File: config.mk
export PLATFORM = sky130hd
export DESIGN_NAME = u_muldiv
export DESIGN_NICKNAME = d
export VERILOG_FILES = /design/src/rtl/u_muldiv.sv
export SDC_FILE = /design/constraint.sdc
export NUM_CORES = 1
export LEC_CHECK = 0
export BUFFER_PORTS_ARGS = -buffer_cell sky130_fd_sc_hd__buf_4
export CAP_MARGIN = 20
export CORE_MARGIN = 5
export CORE_UTILIZATION = 30
export CTS_CLUSTER_DIAMETER = 120
export DETAILED_ROUTE_END_ITERATION = 6
export PLACE_DENSITY_LB_ADDON = 0.3
export SETUP_SLACK_MARGIN = 0.02
export SLEW_MARGIN = 20
export SYNTH_ARGS = -nofsm -noshare
export SYNTH_HDL_FRONTEND = slang
export SYNTH_SLANG_ARGS = --single-unit
File: constraint.sdc
create_clock -name clk -period 5.3 [get_ports clk]
set_clock_uncertainty 0.1 [all_clocks]
set_input_delay 0.265 -clock clk [delete_from_list [all_inputs] [get_ports clk]]
set_output_delay 0.265 -clock clk [all_outputs]
set_load 0.005 [all_outputs]
File: src/rtl/u_muldiv.sv
// RV32M multiply/divide unit: radix-2 shift-add multiply and restoring divide, 32 iterations each.
// Build option U_MULDIV_FAST_MUL_EN: multiplies finish on the accept edge through a single-cycle product.
module u_muldiv (
  input  logic        clk,
  input  logic        rst_n,
  input  logic [2:0]  md_op,
  input  logic [31:0] md_i1,
  input  logic [31:0] md_i2,
  input  logic        in_valid,
  output logic        in_ready,
  output logic [31:0] md_o,
  output logic        out_valid,
  input  logic        out_ready
);

  // Handshake: a request is taken on a rising edge with in_valid && in_ready;
  // a result is taken on a rising edge with out_valid && out_ready.
  localparam logic [1:0] ST_IDLE = 2'd0;
  localparam logic [1:0] ST_BUSY = 2'd1;
  localparam logic [1:0] ST_DONE = 2'd2;

  logic [1:0]  state_q, state_d;
  logic [5:0]  cnt_q, cnt_d;
  logic [2:0]  op_q, op_d;
  logic        neg_q, neg_d;
  logic [31:0] b_q, b_d;
  logic [63:0] acc_q, acc_d;
  logic [31:0] res_q, res_d;

  logic        a_signed, b_signed, a_neg, b_neg, neg_new;
  logic [31:0] a_mag, b_mag;
  logic [32:0] mul_sum;
  logic [63:0] mul_next, div_next, acc_step;
  logic        div_ge;
  logic [31:0] div_trial;

  // Turns the unsigned magnitude result into the architectural value for op.
  function automatic logic [31:0] finalize(input logic [2:0] op, input logic neg,
                                           input logic [63:0] raw);
    logic [63:0] prod;
    logic [31:0] quo, rem;
    prod = neg ? (64'd0 - raw) : raw;
    quo  = neg ? (32'd0 - raw[31:0]) : raw[31:0];
    rem  = neg ? (32'd0 - raw[63:32]) : raw[63:32];
    if (op[2]) finalize = op[1] ? rem : quo;
    else       finalize = (op[1:0] == 2'b00) ? prod[31:0] : prod[63:32];
  endfunction

  assign a_signed = (md_op == 3'b001) || (md_op == 3'b010) || (md_op == 3'b100) || (md_op == 3'b110);
  assign b_signed = (md_op == 3'b001) || (md_op == 3'b100) || (md_op == 3'b110);
  assign a_neg    = a_signed & md_i1[31];
  assign b_neg    = b_signed & md_i2[31];
  assign a_mag    = a_neg ? (32'd0 - md_i1) : md_i1;
  assign b_mag    = b_neg ? (32'd0 - md_i2) : md_i2;
  // Remainder follows the dividend; everything else follows the operand signs.
  assign neg_new  = (md_op[2] && md_op[1]) ? a_neg : (a_neg ^ b_neg);

  // Multiply step: acc = {partial high, multiplier bits still to consume}.
  assign mul_sum  = {1'b0, acc_q[63:32]} + {1'b0, b_q};
  assign mul_next = acc_q[0] ? {mul_sum, acc_q[31:1]} : {1'b0, acc_q[63:1]};

  // Divide step: acc = {partial remainder, dividend bits / quotient bits}.
  assign div_ge    = acc_q[63:31] >= {1'b0, b_q};
  assign div_trial = acc_q[62:31] - b_q;
  assign div_next  = div_ge ? {div_trial, acc_q[30:0], 1'b1} : {acc_q[62:0], 1'b0};

  assign acc_step = op_q[2] ? div_next : mul_next;

  always_comb begin
    state_d = state_q;
    cnt_d   = cnt_q;
    op_d    = op_q;
    neg_d   = neg_q;
    b_d     = b_q;
    acc_d   = acc_q;
    res_d   = res_q;
    case (state_q)
      ST_IDLE: begin
        if (in_valid) begin
          op_d  = md_op;
          neg_d = neg_new;
          cnt_d = 6'd0;
          if (md_op[2] && (md_i2 == 32'd0)) begin
            res_d   = md_op[1] ? md_i1 : 32'hFFFF_FFFF;
            state_d = ST_DONE;
          end else if (md_op[2] && !md_op[0] && (md_i1 == 32'h8000_0000) &&
                       (md_i2 == 32'hFFFF_FFFF)) begin
            res_d   = md_op[1] ? 32'd0 : 32'h8000_0000;
            state_d = ST_DONE;
`ifdef U_MULDIV_FAST_MUL_EN
          end else if (!md_op[2]) begin
            res_d   = finalize(md_op, neg_new, {32'd0, a_mag} * {32'd0, b_mag});
            state_d = ST_DONE;
`endif
          end else begin
            b_d     = md_op[2] ? b_mag : a_mag;
            acc_d   = {32'd0, md_op[2] ? a_mag : b_mag};
            state_d = ST_BUSY;
          end
        end
      end
      ST_BUSY: begin
        acc_d = acc_step;
        cnt_d = cnt_q + 6'd1;
        if (cnt_q == 6'd31) begin
          res_d   = finalize(op_q, neg_q, acc_step);
          state_d = ST_DONE;
        end
      end
      ST_DONE: begin
        if (out_ready) begin
          res_d   = 32'd0;
          state_d = ST_IDLE;
        end
      end
      default: state_d = ST_IDLE;
    endcase
  end

  always_ff @(posedge clk or negedge rst_n) begin
    if (!rst_n) begin
      state_q <= ST_IDLE;
      cnt_q   <= 6'd0;
      op_q    <= 3'd0;
      neg_q   <= 1'b0;
      b_q     <= 32'd0;
      acc_q   <= 64'd0;
      res_q   <= 32'd0;
    end else begin
      state_q <= state_d;
      cnt_q   <= cnt_d;
      op_q    <= op_d;
      neg_q   <= neg_d;
      b_q     <= b_d;
      acc_q   <= acc_d;
      res_q   <= res_d;
    end
  end

  assign in_ready  = (state_q == ST_IDLE);
  assign out_valid = (state_q == ST_DONE);
  assign md_o      = out_valid ? res_q : 32'd0;

endmodule

==> impl_results.md <==
* Cell Area, Synth at about 16000 um^2
* Area Overhead vs Synth at 18.0%
* Top-count cell post-synth: nand2_1
* Final Net Count at 2531
* Vias/cell at 6.11
* Die area at 59700 um^2
* Reg2Reg Setup Slack at between 0.2 and 0.25 ns
* I/O Pins at roughly 110
* TNS Setup at 0 ns
* GP Congestion at 1.04
* Top post-synthesis cells by count: 239 x nand2_1, 233 x o21ai_0, 207 x nor2_1
* CP max stage cell: dfrtp_1
* Hold Path End: b_q[0]
* Synth Area in Adders at ~5.9%
* CP Capture Type: flop
* Placed cell count at 3056
* Number of antenna violations at the first check in global routing at 4
* RSZ-0062 raised after global routing: true
* Max-slew headroom at between 15 and 20%
* Hold WC Path Type: input port to flop
* RR Endpoint: res_q[16]
* Outcome: finished, final reports clean
* Total CTS buffers at 17
* Period utilization at between 90% and 100%
* Layout cells sized above 1 at 15.7%
* Hold Crit Depth at 3
* Synth Register Bits at 140
* Tot GR Track Use at 26.2%
* Mux contribution to synthesized area at 3.70%
* Vias in the first global route at 17700
* Core Rows at 85
* Critical Path Source Type: flop
* Synth async-reset ratio at 100%
* Floorplan core area at 54100 um^2
* Compound-Gate Fraction of Synth Area at 32.6%
* Total congestion overflow at 0
* Initial Utilization at 30.4%
* Buf/Inv on CP at 1
* H-tree levels at 4
* Static leakage at 0.00789 uW
* First-pass GRT wire length at 118 mm
* Clock Root Buffer: clkbuf_16
* CTS tree: built
* Ys Warns at 0
* Post-synthesis xor/xnor area fraction at 7.44%
* Clock tree buffer depth at 2
* Reg-to-reg startpoint: acc_q[38]
* Post-route insts no fill at 3094
* Final Hold Viols at 0
* Crit-path leading delay family: compound AO/OA/AOI/OAI gates
* Post-synth top area cell: dfrtp_1
* Synth cell types at about 100
* Reg2reg path depth at 18
* Worst-Skew Late Latency at 0.50 ns
* Slew Limit Fails at 0
* Setup crit start: acc_q[38]
* Slowest stage delay, CP at 0.48 ns
* Syn Nets at 2398
* Largest net degree at the start of global routing at 141
* Cells after Synth at 2251
* Worst Path Required at 5.59 ns
* Worst-Margin Slew at 1.26 ns
* Fillers at around 5700
* Largest family of logic cells by synthesized area: compound AO/OA/AOI/OAI gates
* Power Density at 821 nW/um^2
* Simple-gate share of the synthesized area at roughly a quarter
* Router iterations before antenna repair at 7
* Routed Antenna Nets at 0
* Syn_area_per_cell at 7.32 um^2
* Max-cap check violation count at 0
* CP Max Fanout at 8
* Area contributors post-synth: dfrtp_1 21%, o21ai_0 7.1%, ha_1 5.6%
* Met3 usage at roughly 5.5%
* GRT met1 Usage at a little over a third
* Detailed Place HPWL at between 60 and 70 mm
* Pre-CTS WS at -0.0173 ns
* Arr. time, crit path at approximately 5.3 ns
* Die Wd at 244 um
* Crit path cell chain: ha_1 > nand2_1 > o21ai_2 > a221o_2 > o311a_4 > o31a_1 > inv_1 > ha_1 > nand3_1 > or3_1 > or3_1 > o21ai_0 > xnor2_1 > o21ai_0 > nand2_1 > a211oi_1 > a211o_1 > a221o_1
* Crit Path Class: flop to flop
* CTS Sinks at 140
* Wire per inst at 26.0 um
* Fmax at 198 MHz
* Met2 Use GR at 40.5%
* Worst-path clk slew at 0.07 ns
* Synth Flop Type: dfrtp_1
* Setup ws final at 0.246 ns
* Die Y at roughly 240 um
* I/O Buffers at around 100
* Max IR drop VDD at 0.000420 V
* HP Start: md_i2[0]
* Number of DRC markers in iteration 0 at about 2100
* Remaining DRCs at 0
* Yosys top cell area share at between 20% and 30%
* Setup violators final at 0
* Tmin final at roughly 5 ns
* Busiest grt layer: met2
* Seq/Total Area, Yosys at 21.3%
* Post-synth EDFFs at 0
* Drt total wl at 80.5 mm
* Vias at 18900
-- kinds of logic after synthesis --
group | Yosys count
AO/OA/AOI/OAI | 821
XOR/XNOR | 140
adder cells (fa/ha/maj) | 76
buffers and inverters | 219
flip-flops | 140
multiplexers | 58
AND/OR/NAND/NOR | 797
-- layout by cell type, fill, tap and decap left out, drive strengths merged, types with 11 or more instances in the layout --
| cell type | count |
|---|---|
| buf | 253 |
| o21ai | 251 |
| nand2 | 241 |
| nor2 | 208 |
| a21oi | 186 |
| dfrtp | 140 |
| inv | 78 |
| ha | 74 |
| xnor2 | 71 |
| xor2 | 69 |
| nor3 | 57 |
| nand3 | 57 |
| mux2i | 44 |
| and2 | 44 |
| a31oi | 42 |
| o31ai | 36 |
| nand4 | 35 |
| o211ai | 35 |
| or3 | 32 |
| a211oi | 29 |
| a21o | 24 |
| a2111oi | 20 |
| nand2b | 19 |
| clkbuf | 18 |
| a22o | 17 |
| or4 | 17 |
| o21a | 16 |
| nor2b | 15 |
| o221ai | 15 |
| nor4 | 15 |
| and3 | 14 |
| mux2 | 13 |
| or2 | 13 |
| o311ai | 12 |
| a22oi | 11 |
| o2111ai | 11 |
| a21boi | 11 |
-- worst min-delay path: stages --
cell	delay [ns]
buf_4	0.12
mux2i_1	0.07
o21ai_0	0.13
-- where the power goes --
group	leakage [uW]	switching, uW	internal (uW)
sequential	0.00177	582	1550
combinational	0.00583	8040	4460
clock	0.000286	573	739
-- through the flow --
stage                     area (um^2)  power (uW)  util (%)  hold WS [ns]
final                           19400       16000      35.9        0.0335
after floorplan                 16500        9340         -        -0.131
after global placement          18700       14100      34.5         0.368
after CTS                       19300       15500      35.7       0.00727
after global routing            19400       16800      35.9        0.0445
after detailed placement        18700       14100      34.5         0.368
-- repair_timing --
action	CTS	global route
gates resized for setup	1	21
hold endpoints to repair	141	0
hold buffers	2	0
buffers inserted	1	2
pin swaps	1	3
setup endpoints to repair	5	21
-- routing by layer --
metal | wire length [um] | share of wire, % | up-vias
met4 | 3480 | 4.3 | 4
met3 | 6840 | 8.5 | 175
li1 | - | - | 8647
met5 | 34 | 0.042 | -
met1 | 34700 | 43 | 9195
met2 | 35500 | 44 | 892
-- how the worst max path moves through the flow --
stage                end  depth (start not counted)
6_report       res_q[16]                         18
2_1_floorplan  res_q[26]                         20
5_1_grt        res_q[16]                         18
4_1_cts        res_q[27]                         17
3_3_place_gp   res_q[11]                         17
3_5_place_dp   res_q[27]                         17
-- final cells by class --
type	instances	area (um^2)	share of cell area, %
multi-input combinational	1892	12200	62.8
sequential	140	3510	18.1
timing repair buffer	255	1960	10.1
tap	696	871	4.48
clock buffer	18	429	2.21
inverter	78	293	1.51
clock inverter	14	171	0.882
antenna	1	2.50	0.0129
-- state kept, by name, indices dropped and copies added, names as in the netlist --
register and flops:
b_q 32, res_q 32, cnt_q 6, neg_q 1, acc_q 64, state_q 2
op_q 3
Power figures use the tool's default switching activity.
